--- src/rtl/multi_port_reg_file_if.sv ---
// Register file access bundle: read ports, two writeback
// ports, scoreboard issue port and busy status.
interface multi_port_reg_file_if #(
  parameter int W  = 8,
  parameter int D  = 4,
  parameter int NR = 2
);
  logic [NR*D-1:0] Raddr;
  logic [NR*W-1:0] DataOut;
  logic [NR-1:0]   Busy;
  logic            WriteEn0;
  logic [D-1:0]    Waddr0;
  logic [W-1:0]    DataIn0;
  logic            WriteEn1;
  logic [D-1:0]    Waddr1;
  logic [W-1:0]    DataIn1;
  logic            IssueEn;
  logic [D-1:0]    IssueAddr;
  logic            AnyBusy;

  modport master (
    output Raddr,
    output WriteEn0, Waddr0, DataIn0,
    output WriteEn1, Waddr1, DataIn1,
    output IssueEn, IssueAddr,
    input  DataOut, Busy, AnyBusy
  );

  modport slave (
    input  Raddr,
    input  WriteEn0, Waddr0, DataIn0,
    input  WriteEn1, Waddr1, DataIn1,
    input  IssueEn, IssueAddr,
    output DataOut, Busy, AnyBusy
  );
endinterface

--- src/rtl/multi_port_reg_file.sv ---
// Multi-port register file with pending-write scoreboard.
// Define REGFILE_BYPASS_EN for same-cycle write-to-read forwarding.
module multi_port_reg_file #(
  parameter int W        = 8,
  parameter int D        = 4,
  parameter int NR       = 2,
  parameter int ZERO_REG = 0
) (
  input logic Clk,
  input logic Reset,
  multi_port_reg_file_if.slave rf
);
  localparam int N = 2**D;

  logic [W-1:0]    regs [N];
  logic [N-1:0]    pend;
  logic [N-1:0]    pend_nxt;
  logic            we0;
  logic            we1;
  logic            ie;
  logic [D-1:0]    ra;
  logic [NR*W-1:0] dout;
  logic [NR-1:0]   busy;

  // Register 0 is write/issue-immune when hardwired to zero
  assign we0 = rf.WriteEn0 &&
    !(ZERO_REG != 0 && rf.Waddr0 == '0);
  assign we1 = rf.WriteEn1 &&
    !(ZERO_REG != 0 && rf.Waddr1 == '0);
  assign ie  = rf.IssueEn &&
    !(ZERO_REG != 0 && rf.IssueAddr == '0);

  always_comb begin
    pend_nxt = pend;
    for (int r = 0; r < N; r++) begin
      if (ie && rf.IssueAddr == D'(r))
        pend_nxt[r] = 1'b1;
      else if ((we0 && rf.Waddr0 == D'(r)) ||
               (we1 && rf.Waddr1 == D'(r)))
        pend_nxt[r] = 1'b0;
    end
  end

  always_ff @(posedge Clk or negedge Reset) begin
    if (!Reset) begin
      pend <= '0;
      for (int r = 0; r < N; r++)
        regs[r] <= '0;
    end else begin
      pend <= pend_nxt;
      if (we0)
        regs[rf.Waddr0] <= rf.DataIn0;
      // port 1 last so it wins a same-address collision
      if (we1)
        regs[rf.Waddr1] <= rf.DataIn1;
    end
  end

  always_comb begin
    dout = '0;
    busy = '0;
    ra   = '0;
    for (int k = 0; k < NR; k++) begin
      ra = rf.Raddr[k*D +: D];
      dout[k*W +: W] = regs[ra];
      busy[k] = pend[ra];
`ifdef REGFILE_BYPASS_EN
      if (Reset && we1 && rf.Waddr1 == ra) begin
        dout[k*W +: W] = rf.DataIn1;
        busy[k] = ie && rf.IssueAddr == ra;
      end else if (Reset && we0 && rf.Waddr0 == ra) begin
        dout[k*W +: W] = rf.DataIn0;
        busy[k] = ie && rf.IssueAddr == ra;
      end
`endif
      if (ZERO_REG != 0 && ra == '0) begin
        dout[k*W +: W] = '0;
        busy[k] = 1'b0;
      end
    end
  end

  assign rf.DataOut = dout;
  assign rf.Busy    = busy;
  assign rf.AnyBusy = |pend;
endmodule

--- src/flat_wrapper.sv ---
// flat-port wrapper written by rule: the top's interface ports become plain ports
module multi_port_reg_file_flat 
#(
  parameter int W        = 8,
  parameter int D        = 4,
  parameter int NR       = 2,
  parameter int ZERO_REG = 0
)
  (Clk, Reset, rf_Raddr, rf_WriteEn0, rf_Waddr0, rf_DataIn0, rf_WriteEn1, rf_Waddr1, rf_DataIn1, rf_IssueEn, rf_IssueAddr, rf_DataOut, rf_Busy, rf_AnyBusy);
  multi_port_reg_file_if #(.W(W), .D(D), .NR(NR)) rf_i ();
  input logic Clk;
  input logic Reset;
  input wire logic [$bits(rf_i.Raddr)-1:0] rf_Raddr;
  input wire logic [$bits(rf_i.WriteEn0)-1:0] rf_WriteEn0;
  input wire logic [$bits(rf_i.Waddr0)-1:0] rf_Waddr0;
  input wire logic [$bits(rf_i.DataIn0)-1:0] rf_DataIn0;
  input wire logic [$bits(rf_i.WriteEn1)-1:0] rf_WriteEn1;
  input wire logic [$bits(rf_i.Waddr1)-1:0] rf_Waddr1;
  input wire logic [$bits(rf_i.DataIn1)-1:0] rf_DataIn1;
  input wire logic [$bits(rf_i.IssueEn)-1:0] rf_IssueEn;
  input wire logic [$bits(rf_i.IssueAddr)-1:0] rf_IssueAddr;
  output wire logic [$bits(rf_i.DataOut)-1:0] rf_DataOut;
  output wire logic [$bits(rf_i.Busy)-1:0] rf_Busy;
  output wire logic [$bits(rf_i.AnyBusy)-1:0] rf_AnyBusy;
  assign rf_i.Raddr = rf_Raddr;
  assign rf_i.WriteEn0 = rf_WriteEn0;
  assign rf_i.Waddr0 = rf_Waddr0;
  assign rf_i.DataIn0 = rf_DataIn0;
  assign rf_i.WriteEn1 = rf_WriteEn1;
  assign rf_i.Waddr1 = rf_Waddr1;
  assign rf_i.DataIn1 = rf_DataIn1;
  assign rf_i.IssueEn = rf_IssueEn;
  assign rf_i.IssueAddr = rf_IssueAddr;
  assign rf_DataOut = rf_i.DataOut;
  assign rf_Busy = rf_i.Busy;
  assign rf_AnyBusy = rf_i.AnyBusy;
  multi_port_reg_file #(.W(W), .D(D), .NR(NR), .ZERO_REG(ZERO_REG)) u_core (.Clk(Clk), .Reset(Reset), .rf(rf_i));
endmodule
--- config.mk ---
export PLATFORM = sky130hd
export DESIGN_NAME = multi_port_reg_file_flat
export DESIGN_NICKNAME = d
export VERILOG_FILES = /design/src/rtl/multi_port_reg_file_if.sv /design/src/rtl/multi_port_reg_file.sv /design/src/flat_wrapper.sv
export SDC_FILE = /design/constraint.sdc
export NUM_CORES = 1
export LEC_CHECK = 0
export ABC_CLOCK_PERIOD_IN_PS = 3350
export BUFFER_PORTS_ARGS = -buffer_cell sky130_fd_sc_hd__clkbuf_2
export CELL_PAD_IN_SITES_DETAIL_PLACEMENT = 1
export CELL_PAD_IN_SITES_GLOBAL_PLACEMENT = 1
export CORE_MARGIN = 4
export CORE_UTILIZATION = 45
export CTS_CLUSTER_DIAMETER = 60
export DETAILED_ROUTE_END_ITERATION = 10
export GPL_ROUTABILITY_DRIVEN = 0
export PLACE_DENSITY = 0.73
export SLEW_MARGIN = 20
export SYNTH_ARGS = -nofsm -noshare
export SYNTH_HDL_FRONTEND = slang
export SYNTH_SLANG_ARGS = --single-unit
--- constraint.sdc ---
create_clock -name Clk -period 3.35 [get_ports Clk]
set_input_delay 0.1675 -clock Clk [delete_from_list [all_inputs] [get_ports Clk]]
set_output_delay 0.1675 -clock Clk [all_outputs]
set_load 0.03 [all_outputs]
==> reports/results.tsv, run 1 <==
stage	metric	value	unit
global_routing	grt_pass1_vias	10080	
synthesis	synth_edf_count	0	
floorplan	ios	60	
layout	area_growth_syn_to_layout	9.465	%
detailed_routing	ant_nets	0	
critical_path	r2r-start	u_core.regs[98]	
clock_network	cts_tree	yes	
critical_path	cpPeakStageDelay	600	ps
pwr	power.switching	0.002388	W
timing	rsz0062_at_grt	no	
synthesis	ys_types	35	
clock_network	post_cts_resized	0	
critical_path	r2r_slack	2410	ps
clock_network	ctsHtreeMaxLevel	4	
critical_path	cp_data_required_time	3180	ps
critical_path	worst_r2r_path_depth	2	
synthesis	yosysSeqAreaShare	37.34	%
critical_path	crit_slowest_cell	mux4_2	
synthesis	synthArstFlopShare	100.0	%
layout	fillers	2360	
layout	final-seq-area	3603	µm²
synthesis	netlist_area	9649	µm²
synthesis	synth.avg_cell_area	9.296	µm²
critical_path	worstPathMaxFanout	15	
detailed_routing	dr.pass1.iters	5	
timing	hold_slack	206.8	ps
critical_path	endpoint	rf_DataOut[6]	
placement	placed_cells	1254	
pwr	p_int	0.004242	W
floorplan	die_h	154.4	µm
pwr	p_sw_share	36.02	%
clock_network	clock_sinks	144	
timing	hold_viol_final	0	
run_status	status	completed	
detailed_routing	wirelength	43690	µm
pwr	irDropWorstVdd	386.3	µV
clock_network	cts-root-buf	clkbuf_16	
detailed_routing	drc_errors	0	
layout	multiInputGateArea	5425	µm²
global_routing	grt.total_usage	36.67	%
layout	nets	1040	
timing	drv_slew	0	
timing	post-route-min-period	2363	ps
timing	fmax	0.4232	GHz
global_routing	grt_overflow_total	0	
clock_network	cts_setup_buffers	0	
pwr	seqPwrFrac	40.7	%
pwr	p_per_area	627.6	nW/µm²
clock_network	clk_pin_slew	70	ps
critical_path	start_kind	input pin	
global_routing	grt_max_degree	85	
layout	post-route-util	50.09	%
synthesis	ys_seq_elements	144	
pwr	p_comb_share	27.1	%
floorplan	start_util	45.76	%
placement	post-dp-hpwl	28090	µm
layout	stdcell_area	10560	µm²
detailed_routing	drtIter0Drc	1563	
critical_path	cp.arrival	2200	ps
timing	max_slew_margin	24.53	%
floorplan	rows	53	
synthesis	synth_cells	1038	
placement	post_dp_cell_area	9918	µm²
hold_path	hp-class	in2reg	
clock_network	cts_buffers	17	
critical_path	cp_common_cell	clkbuf_2	
critical_path	end_kind	output pin	
detailed_routing	vias	10010	
global_routing	grt_pass1_wl	66080	µm
floorplan	die_x	154.4	µm
timing	fin_crit_sh	70.53	%
timing	finalSetupViolCount	0	
layout	drive_above_1_share	19.96	%
detailed_routing	routed_via_density	7.776	
detailed_routing	wl_per_cell	33.95	µm
floorplan	dieArea	23850	µm²
layout	antenna_cells	0	
pwr	p_leak	3.702	nW
run	cap_violations	0	
critical_path	startpoint	rf_Raddr[0]	
layout	fin_cells	1287	
global_routing	antenna_found_initial	0	
synthesis	synth_ff_type	dfrtp_1	
critical_path	r2r_end	u_core.regs[98]	
synthesis	synth-warning-count	0	
critical_path	worstPathCellList	clkbuf_2 > buf_4 > mux4_2 > a22oi_1 > nand2_1 > clkbuf_2	
placement	io_buffer_count	59	
timing	tightest_slew	1131	ps
timing	worst_clock_skew	0	ps
clock_network	clk_path_buf_depth	2	
synthesis	syn_nets	1079	
critical_path	criticalPathCategory	in2out	
clock_network	clk-insertion-delay-late	440	ps
timing	tns	0	ps
floorplan	core_area	21090	µm²
clock_network	cts_hold_buf	1	
pwr	clockPowerShare	32.2	%
## stage by stage
step / total power (W) / setup WS (ps)
floorplan: 0.003682 / 1611
global placement: 0.004357 / 1057
detailed placement: 0.004421 / 1032
CTS: 0.006546 / 970.3
global route: 0.006816 / 838.7
finish: 0.006629 / 987.3
## cells by family (layout without fill, tap and decap cells)
logic type,count (synthesis),after routing,synth area share [%]
flip-flops,144,144,37.34
AO/OA/AOI/OAI,308,308,19.40
AND/OR/NAND/NOR,364,364,19.90
buffers and inverters,150,124,6.548
multiplexers,72,72,16.81
## flip-flops by register name, indices dropped and copies added (netlist names)
name / cells
u_core.pend: 16
u_core.regs: 128
## cell type report
type                    instances  area share (%)
repair buffers                 91           5.271
clock buffers                  19           4.193
clock inverters                13           1.765
inverters                       1         0.03554
flip-flops and latches        144           34.12
well taps                     275           3.258
multi-input cells             744           51.36
## worst min path at each step
stage / endpoint / start / cells past startpoint / slack [ps]
after floorplan: u_core.pend[0] / Reset / 0 / -130
after global placement: u_core.regs[28] / Reset / 1 / 310
after detailed placement: u_core.regs[23] / Reset / 1 / 310
after CTS: u_core.pend[2] / rf_IssueAddr[0] / 3 / 230
after global routing: u_core.pend[0] / rf_IssueAddr[0] / 3 / 220
final: u_core.pend[0] / rf_IssueAddr[1] / 3 / 210
## synthesized netlist by cell type (2+ instances only)
| cell | count | area, µm² |
|---|---|---|
| nor3_1 | 128 | 640.6 |
| buf_4 | 6 | 45.04 |
| dfrtp_1 | 144 | 3603 |
| buf_1 | 5 | 18.77 |
| and3_1 | 2 | 12.51 |
| clkbuf_1 | 101 | 379.1 |
| or2_2 | 4 | 25.02 |
| and2_1 | 6 | 37.54 |
| a32o_1 | 16 | 160.2 |
| nor4_1 | 4 | 25.02 |
| nor2b_1 | 9 | 56.30 |
| buf_2 | 37 | 185.2 |
| or3b_1 | 3 | 26.28 |
| nand2_1 | 39 | 146.4 |
| a31oi_1 | 128 | 800.8 |
| or2_1 | 7 | 43.79 |
| mux4_2 | 72 | 1622 |
| nand3b_1 | 5 | 37.54 |
| and3b_1 | 4 | 35.03 |
| nand3_1 | 130 | 650.6 |
| a22oi_1 | 36 | 270.3 |
| nor2_1 | 4 | 15.01 |
| or2_0 | 6 | 37.54 |
| o21ai_1 | 20 | 100.1 |
| nand2b_1 | 5 | 31.28 |
| o21ai_0 | 108 | 540.5 |
## routing by layer
metal,part of all wire (%),up-vias,wire length [µm],GRT usage [%]
met5,0,-,0,0
met4,6.2,0,2708,18.50
met3,12,176,5065,7.722
met2,44,818,19210,54.62
met1,38,5065,16700,50.86
li1,-,3949,-,-
## power groups by stage
stage	combinational, W	clock, W	sequential [W]
2_1_floorplan	0.00129	0	0.00239
3_3_place_gp	0.00170	0	0.00266
3_5_place_dp	0.00176	0	0.00266
4_1_cts	0.00177	0.00212	0.00265
5_1_grt	0.00191	0.00221	0.00270
6_report	0.00180	0.00213	0.00270
## critical path: cells and delay by family
| family | cells | cell delay (ps) |
|---|---|---|
| multiplexers | 1 | 600 |
| AO/OA/AOI/OAI | 1 | 250 |
| AND/OR/NAND/NOR | 1 | 120 |
| buffers and inverters | 3 | 1040 |
## layout by cell type (no fill, tap or decap), types with 16 or more instances in the layout
cell type / count
nand3_1: 130
nor3_1: 128
a32o_1: 16
dfrtp_1: 144
a22oi_1: 36
buf_4: 30
mux4_2: 72
clkbuf_2: 58
o21ai_1: 20
clkbuf_16: 17
o21ai_0: 108
a31oi_1: 128
nand2_1: 39
No activity file was read; power rests on OpenSTA's default activity.
==> run 2: changes to the inputs <==
--- a/config.mk
+++ b/config.mk
@@ -5,16 +5,16 @@
 export SDC_FILE = /design/constraint.sdc
 export NUM_CORES = 1
 export LEC_CHECK = 0
-export ABC_CLOCK_PERIOD_IN_PS = 3350
+export ABC_CLOCK_PERIOD_IN_PS = 2100
 export BUFFER_PORTS_ARGS = -buffer_cell sky130_fd_sc_hd__clkbuf_2
 export CELL_PAD_IN_SITES_DETAIL_PLACEMENT = 1
 export CELL_PAD_IN_SITES_GLOBAL_PLACEMENT = 1
 export CORE_MARGIN = 4
-export CORE_UTILIZATION = 45
+export CORE_UTILIZATION = 44
 export CTS_CLUSTER_DIAMETER = 60
 export DETAILED_ROUTE_END_ITERATION = 10
 export GPL_ROUTABILITY_DRIVEN = 0
-export PLACE_DENSITY = 0.73
+export PLACE_DENSITY = 0.75
 export SLEW_MARGIN = 20
 export SYNTH_ARGS = -nofsm -noshare
 export SYNTH_HDL_FRONTEND = slang
==> constraint.sdc (replaced) <==
create_clock -name Clk -period 2.1 [get_ports Clk]
set_input_delay 0.105 -clock Clk [delete_from_list [all_inputs] [get_ports Clk]]
set_output_delay 0.105 -clock Clk [all_outputs]
set_load 0.03 [all_outputs]
==> run 2 against run 1 <==
Clock power increased by 61%. Worst hold slack got worse by 14 ps. Sequential share of layout area decreased by 1.3 points. Routed wire length decreased by 1.6%. Critical path type is now reg2out. The flow now finishes with violations (setup timing). Critical path depth decreased by 2. Sequential power increased by 56%. Clock skew unchanged.
==> reports/results.tsv, run 2 (same netlist as run 1, synthesis figures left out) <==
stage	metric	value	unit	change
run_status	status	complete, but fails checks		
run_status	violations	setup timing		
layout	drive_above_1_share	23.78	%	+3.8 points
clock_network	clk_pin_slew	70	ps	about the same
pwr	irDropWorstVdd	447.1	µV	+16%
detailed_routing	top_layer	met5		
layout	largest_reg_flops	128		unchanged
timing	max_slew_margin	34.42	%	+9.9 points
critical_path	cp.arrival	2010	ps	-190 ps
floorplan	core_area	21290	µm²	+0.94%
detailed_routing	wl_per_cell	32.52	µm	-4.2%
placement	io_buffer_count	59		unchanged
hold_path	hp-class	in2async		
detailed_routing	drc_errors	0		unchanged
layout	area_growth_syn_to_layout	13.78	%	
clock_network	cts_buffers	17		unchanged
layout	final_common_cell	dfrtp_1		
floorplan	die_x	156.1	µm	+1.1%
floorplan	ios	60		unchanged
timing	hold_viol_final	0		unchanged
floorplan	rows	53		unchanged
clock_network	cts-root-buf	clkbuf_16		
placement	post-dp-hpwl	28000	µm	-0.32%
timing	fin_crit_sh	100.9	%	
detailed_routing	drtIter0Drc	1461		-6.5%
timing	worst_clock_skew	0	ps	unchanged
timing	finalSetupViolCount	3		+3
clock_network	clock_sinks	144		unchanged
layout	layout_common_cells	144 x dfrtp_1, 130 x nand3_1, 128 x nor3_1, 128 x a31oi_1, 108 x o21ai_0		
pwr	p_total	0.01070	W	+61%
clock_network	ctsHtreeMaxLevel	4		unchanged
detailed_routing	ant_nets	0		unchanged
timing	drv_slew	0		unchanged
timing	fmax	0.4719	GHz	
floorplan	dieArea	24360	µm²	+2.2%
clock_network	clk-insertion-delay-late	430	ps	about the same
timing	fin_ws	-19.15	ps	-1006 ps
global_routing	grt.total_usage	35.51	%	-1.2 points
detailed_routing	wirelength	42990	µm	-1.6%
clock_network	cts_tree	yes		
timing	hold_slack	192.8	ps	-14.01 ps
clock_network	cts_setup_buffers	0		unchanged
critical_path	worstPathMaxFanout	3		-12
layout	reg.largest.list	u_core.regs x128, u_core.pend x16		
global_routing	grt_pass1_wl	65240	µm	-1.3%
critical_path	end_kind	output pin		
detailed_routing	wl_met3	5606	µm	+11%
global_routing	grt_max_degree	53		-38%
global_routing	grt_overflow_total	0		unchanged
layout	top_register	u_core.regs		
critical_path	cp_data_required_time	2000	ps	-1180 ps
detailed_routing	dr.pass1.iters	8		+3
layout	nets	1075		+3.4%
critical_path	start_kind	flop		
detailed_routing	vias	10060		+0.52%
floorplan	die_h	156.1	µm	+1.1%
layout	antenna_cells	0		unchanged
detailed_routing	routed_via_density	7.610		-2.1%
critical_path	criticalPathCategory	reg2out		
pwr	p_per_area	974.2	nW/µm²	+55%
detailed_routing	wl_met2	18600	µm	-3.2%
run	cap_violations	0		unchanged
global_routing	grt_pass1_vias	10280		+2.0%
detailed_routing	wl_met1	16840	µm	+0.78%
timing	post-route-min-period	2119	ps	
clock_network	clk_path_buf_depth	2		unchanged
global_routing	antenna_found_initial	1		+1
timing	rsz0062_at_grt	no		
pwr	p_leak	3.911	nW	+5.6%
floorplan	start_util	45.33	%	-0.43 points
timing	tightest_slew	981.7	ps	-149.2 ps
==> run 2: area by class of cell <==
cell class,count,area [µm²]
Clock buffer,18,439.2
Clock inverter,14,205.2
Fill cell,2382,10310
Inverter,1,3.754
Multi-Input combinational cell,744,5489
Sequential cell,144,3603
Tap cell,275,344.1
Timing Repair Buffer,126,894.6
==> run 2: per-stage QoR <==
step / std cells / instance area (µm²) / setup TNS [ps] / util (%) / setup slack [ps]
after floorplan: 1038 / 9649 / 0 / - / 485.8
after CTS: 1322 / 10940 / 0 / 51.39 / 22.05
after detailed placement: 1289 / 10260 / 0 / 48.22 / 261.1
after global placement: 1289 / 10260 / 0 / 48.22 / 287.2
after global routing: 1322 / 10980 / 0 / 51.58 / 0.5318
final: 1322 / 10980 / -41.00 / 51.58 / -19.15
==> run 2: critical path, stage by stage, from the launching register on <==
cell and delay (ps):
dfrtp_1 420, mux4_2 520, a22oi_2 300, nand2_1 140, clkbuf_2 200
==> run 2: report_power, final <==
group | internal (W) | switching, W | total, W | leakage, nW
sequential | 0.00346 | 0.000758 | 0.00422 | 1.72
combinational | 0.00135 | 0.00169 | 0.00305 | 1.88
clock | 0.00204 | 0.00139 | 0.00343 | 0.313
total | 0.00686 | 0.00384 | 0.0107 | 3.91
==> run 2: worst paths after layout <==
kind	start	end	slack, ps	depth (start not counted)
setup / recovery	u_core.regs[126]	rf_DataOut[6]	-20	4
hold / removal	Reset	u_core.regs[63]	190	2
setup reg to reg	u_core.regs[16]	u_core.regs[16]	1190	2
hold reg to reg	u_core.pend[9]	u_core.pend[9]	590	1
max in group asynchronous	Reset	u_core.regs[116]	1250	3
min in group Clk	rf_IssueAddr[0]	u_core.pend[10]	200	3
==> run 2: what timing repair did <==
| action | CTS | global route |
|---|---|---|
| endpoints found under the setup margin | 4 | 8 |
| gates cloned | 0 | 0 |
| endpoints found under the hold margin | 48 | 0 |
| hold buffers | 1 | 0 |
| gates resized for setup | 4 | 8 |
==> run 2: per-layer routing <==
layer	track usage [%]	up-vias
met5	0	-
met3	9.626	134
li1	-	4019
met4	18.06	2
met1	49.61	5148
met2	50.85	757
==> run 3: changes to the inputs <==
==> constraint.sdc (replaced) <==
create_clock -name Clk -period 2.1 [get_ports Clk]
set_input_delay 0.105 -clock Clk [delete_from_list [all_inputs] [get_ports Clk]]
set_output_delay 0.105 -clock Clk [all_outputs]
set_load 0.01 [all_outputs]
==> run 3 against run 2 <==
The flow still finishes with violations (setup timing). Cell count decreased by 0.91%. Total power decreased by 4.8%. Sequential share of layout area increased by 0.52 points. Critical path depth unchanged. Register-to-register slack improved by 20 ps. Die area unchanged. Design area decreased by 1.6%. Worst hold slack got worse by 42 ps. Utilization decreased by 0.80 points. Combinational power decreased by 7.2%. Critical path type unchanged. Largest cell class unchanged. Largest power group unchanged. Highest routed layer unchanged.
==> reports/results.tsv, run 3 (same netlist as run 1, synthesis figures left out) <==
stage	metric	value	unit	change
detailed_routing	vias	9942		-1.2%
detailed_routing	drc_errors	0		unchanged
pwr	p_comb_share	27.8	%	-0.7 points
critical_path	start_kind	flop		
clock_network	clk_path_buf_depth	2		unchanged
placement	io_buffer_count	59		unchanged
detailed_routing	wirelength	41650	µm	-3.1%
layout	fillers	2400		+0.76%
timing	tightest_slew	1202	ps	+220.6 ps
detailed_routing	routed_via_density	7.589		-0.27%
pwr	p_int	0.006625	W	-3.4%
critical_path	end_kind	output pin		
clock_network	clk_pin_slew	70	ps	about the same
placement	placed_cells	1279		-0.78%
critical_path	worstPathMaxFanout	3		unchanged
critical_path	cp_data_required_time	2000	ps	about the same
placement	post-place-ws	296.6	ps	+35.44 ps
pwr	clockPowerShare	31.0	%	-1.1 points
critical_path	r2r-start	u_core.regs[74]		
clock_network	clock_sinks	144		unchanged
clock_network	clk-insertion-delay-late	430	ps	about the same
timing	finalSetupViolCount	1		-2
clock_network	cts-root-buf	clkbuf_16		
critical_path	r2r_slack	1210	ps	+20 ps
floorplan	core_area	21290	µm²	unchanged
critical_path	r2r_end	u_core.regs[74]		
global_routing	grt_pass1_vias	9794		-4.7%
layout	final_common_cell	dfrtp_1		
layout	layout_common_cells	144 x dfrtp_1, 130 x nand3_1, 128 x nor3_1, 128 x a31oi_1, 108 x o21ai_0		
pwr	irDropWorstVdd	636.1	µV	+42%
clock_network	cts_buffers	17		unchanged
critical_path	cp.arrival	2000	ps	about the same
pwr	p_leak	3.825	nW	-2.2%
layout	fin_cells	1310		-0.91%
global_routing	grt_pass1_wl	63100	µm	-3.3%
layout	reg.largest.list	u_core.regs x128, u_core.pend x16		
layout	drive_above_1_share	22.22	%	-1.6 points
pwr	p_total	0.01019	W	-4.8%
clock_network	ctsHtreeMaxLevel	4		unchanged
layout	largest_reg_flops	128		unchanged
clock_network	cts_tree	yes		
timing	drv_slew	0		unchanged
timing	max_slew_margin	19.69	%	-15 points
hold_path	hp-class	in2async		
pwr	p_sw_share	34.96	%	-0.92 points
critical_path	worstPathCellList	mux4_2 > a22oi_1 > nand2_1 > clkbuf_2		
floorplan	rows	53		unchanged
timing	fin_crit_sh	100.3	%	-0.62 points
floorplan	die_h	156.1	µm	unchanged
global_routing	grt.total_usage	34.29	%	-1.2 points
global_routing	grt_max_degree	55		+3.8%
critical_path	cp_top_family	multiplexers		
timing	fin_ws	-6.039	ps	+13.11 ps
global_routing	antenna_found_initial	1		unchanged
detailed_routing	ant_nets	0		unchanged
floorplan	dieArea	24360	µm²	unchanged
timing	worst_clock_skew	0	ps	unchanged
detailed_routing	drtIter0Drc	1342		-8.1%
floorplan	die_x	156.1	µm	unchanged
layout	area_growth_syn_to_layout	12.02	%	
run	cap_violations	0		unchanged
timing	post-route-min-period	2106	ps	-13.11 ps
detailed_routing	wl_per_cell	31.79	µm	-2.2%
pwr	power.switching	0.003561	W	-7.2%
layout	top_register	u_core.regs		
layout	nets	1065		-0.93%
floorplan	ios	60		unchanged
timing	hold_viol_final	0		unchanged
floorplan	start_util	45.33	%	unchanged
critical_path	timing.critical_path.buf_inv	1		unchanged
global_routing	grt_overflow_total	0		unchanged
run_status	status	complete, but fails checks		
detailed_routing	dr.pass1.iters	5		-3
critical_path	crit_slowest_cell	mux4_2		
timing	tns	-6.039	ps	+34.96 ps
critical_path	worst_r2r_path_depth	2		unchanged
pwr	p_per_area	942.3	nW/µm²	-3.3%
layout	antenna_cells	0		unchanged
run_status	violations	setup timing		
critical_path	criticalPathCategory	reg2out		
timing	fmax	0.4748	GHz	+0.62%
pwr	seqPwrFrac	41.2	%	+1.8 points
critical_path	cpPeakStageDelay	500	ps	-20 ps
timing	rsz0062_at_grt	no		
placement	post-dp-hpwl	26900	µm	-3.9%
==> run 3: cell types whose count changed in the layout (fill, tap and decap cells not counted), sizes merged <==
cell | before | now
clkbuf | 76 | 79
bufinv | 4 | 2
buf | 67 | 57
clkinv | 6 | 2
inv | 4 | 2
clkinvlp | 1 | 4
==> run 3: worst max-delay path by stage <==
stage / startpoint / to / slack [ps] / depth (start not counted)
floorplan: rf_Raddr[0] / rf_Busy[0] / 590 / 5
global placement: rf_Raddr[4] / rf_DataOut[12] / 290 / 6
detailed placement: rf_Raddr[4] / rf_DataOut[12] / 300 / 6
CTS: u_core.regs[100] / rf_DataOut[12] / 20 / 4
global route: u_core.regs[76] / rf_DataOut[4] / 10 / 4
finish: u_core.regs[73] / rf_DataOut[1] / -6 / 4
==> run 3: per-layer routing <==
metal / vias to the layer above / GRT usage (%) / routed length (µm)
li1: 3993 / - / -
met1: 5050 / 49.13 / 16160
met2: 774 / 48.43 / 17940
met3: 123 / 9.986 / 5838
met4: 2 / 14.88 / 1697
met5: - / 0 / 13
==> run 3: layout make-up <==
type / count / area, µm² / share of cell area (%)
multi-input cells: 744 / 5459 / 50.50
clock buffers: 21 / 470.5 / 4.352
clock inverters: 9 / 108.9 / 1.007
inverters: 1 / 3.754 / 0.03473
flip-flops and latches: 144 / 3603 / 33.34
well taps: 275 / 344.1 / 3.183
repair buffers: 116 / 819.5 / 7.582
==> run 3: repair_timing <==
item / CTS / global route
endpoints found under the hold margin: 39 / 0
hold buffers: 1 / 0
setup endpoints to repair: 1 / 5
setup buffers: 0 / 0
resized for setup: 1 / 5
==> run 3: per-stage QoR <==
| stage | area, µm² | hold slack [ps] | util, % |
|---|---|---|---|
| 2_1_floorplan | 9649 | -190.6 | - |
| 3_3_place_gp | 10190 | 64.14 | 47.87 |
| 3_5_place_dp | 10190 | 60.88 | 47.87 |
| 4_1_cts | 10780 | 164.7 | 50.66 |
| 5_1_grt | 10810 | 179.6 | 50.78 |
| 6_report | 10810 | 150.8 | 50.78 |
==> run 3: power by group through the flow <==
stage / Sequential, W / Clock, W / Combinational, W
6_report: 0.00420 / 0.00316 / 0.00283
5_1_grt: 0.00423 / 0.00327 / 0.00300
4_1_cts: 0.00413 / 0.00315 / 0.00275
3_5_place_dp: 0.00416 / 0 / 0.00272
3_3_place_gp: 0.00411 / 0 / 0.00263
2_1_floorplan: 0.00382 / 0 / 0.00191
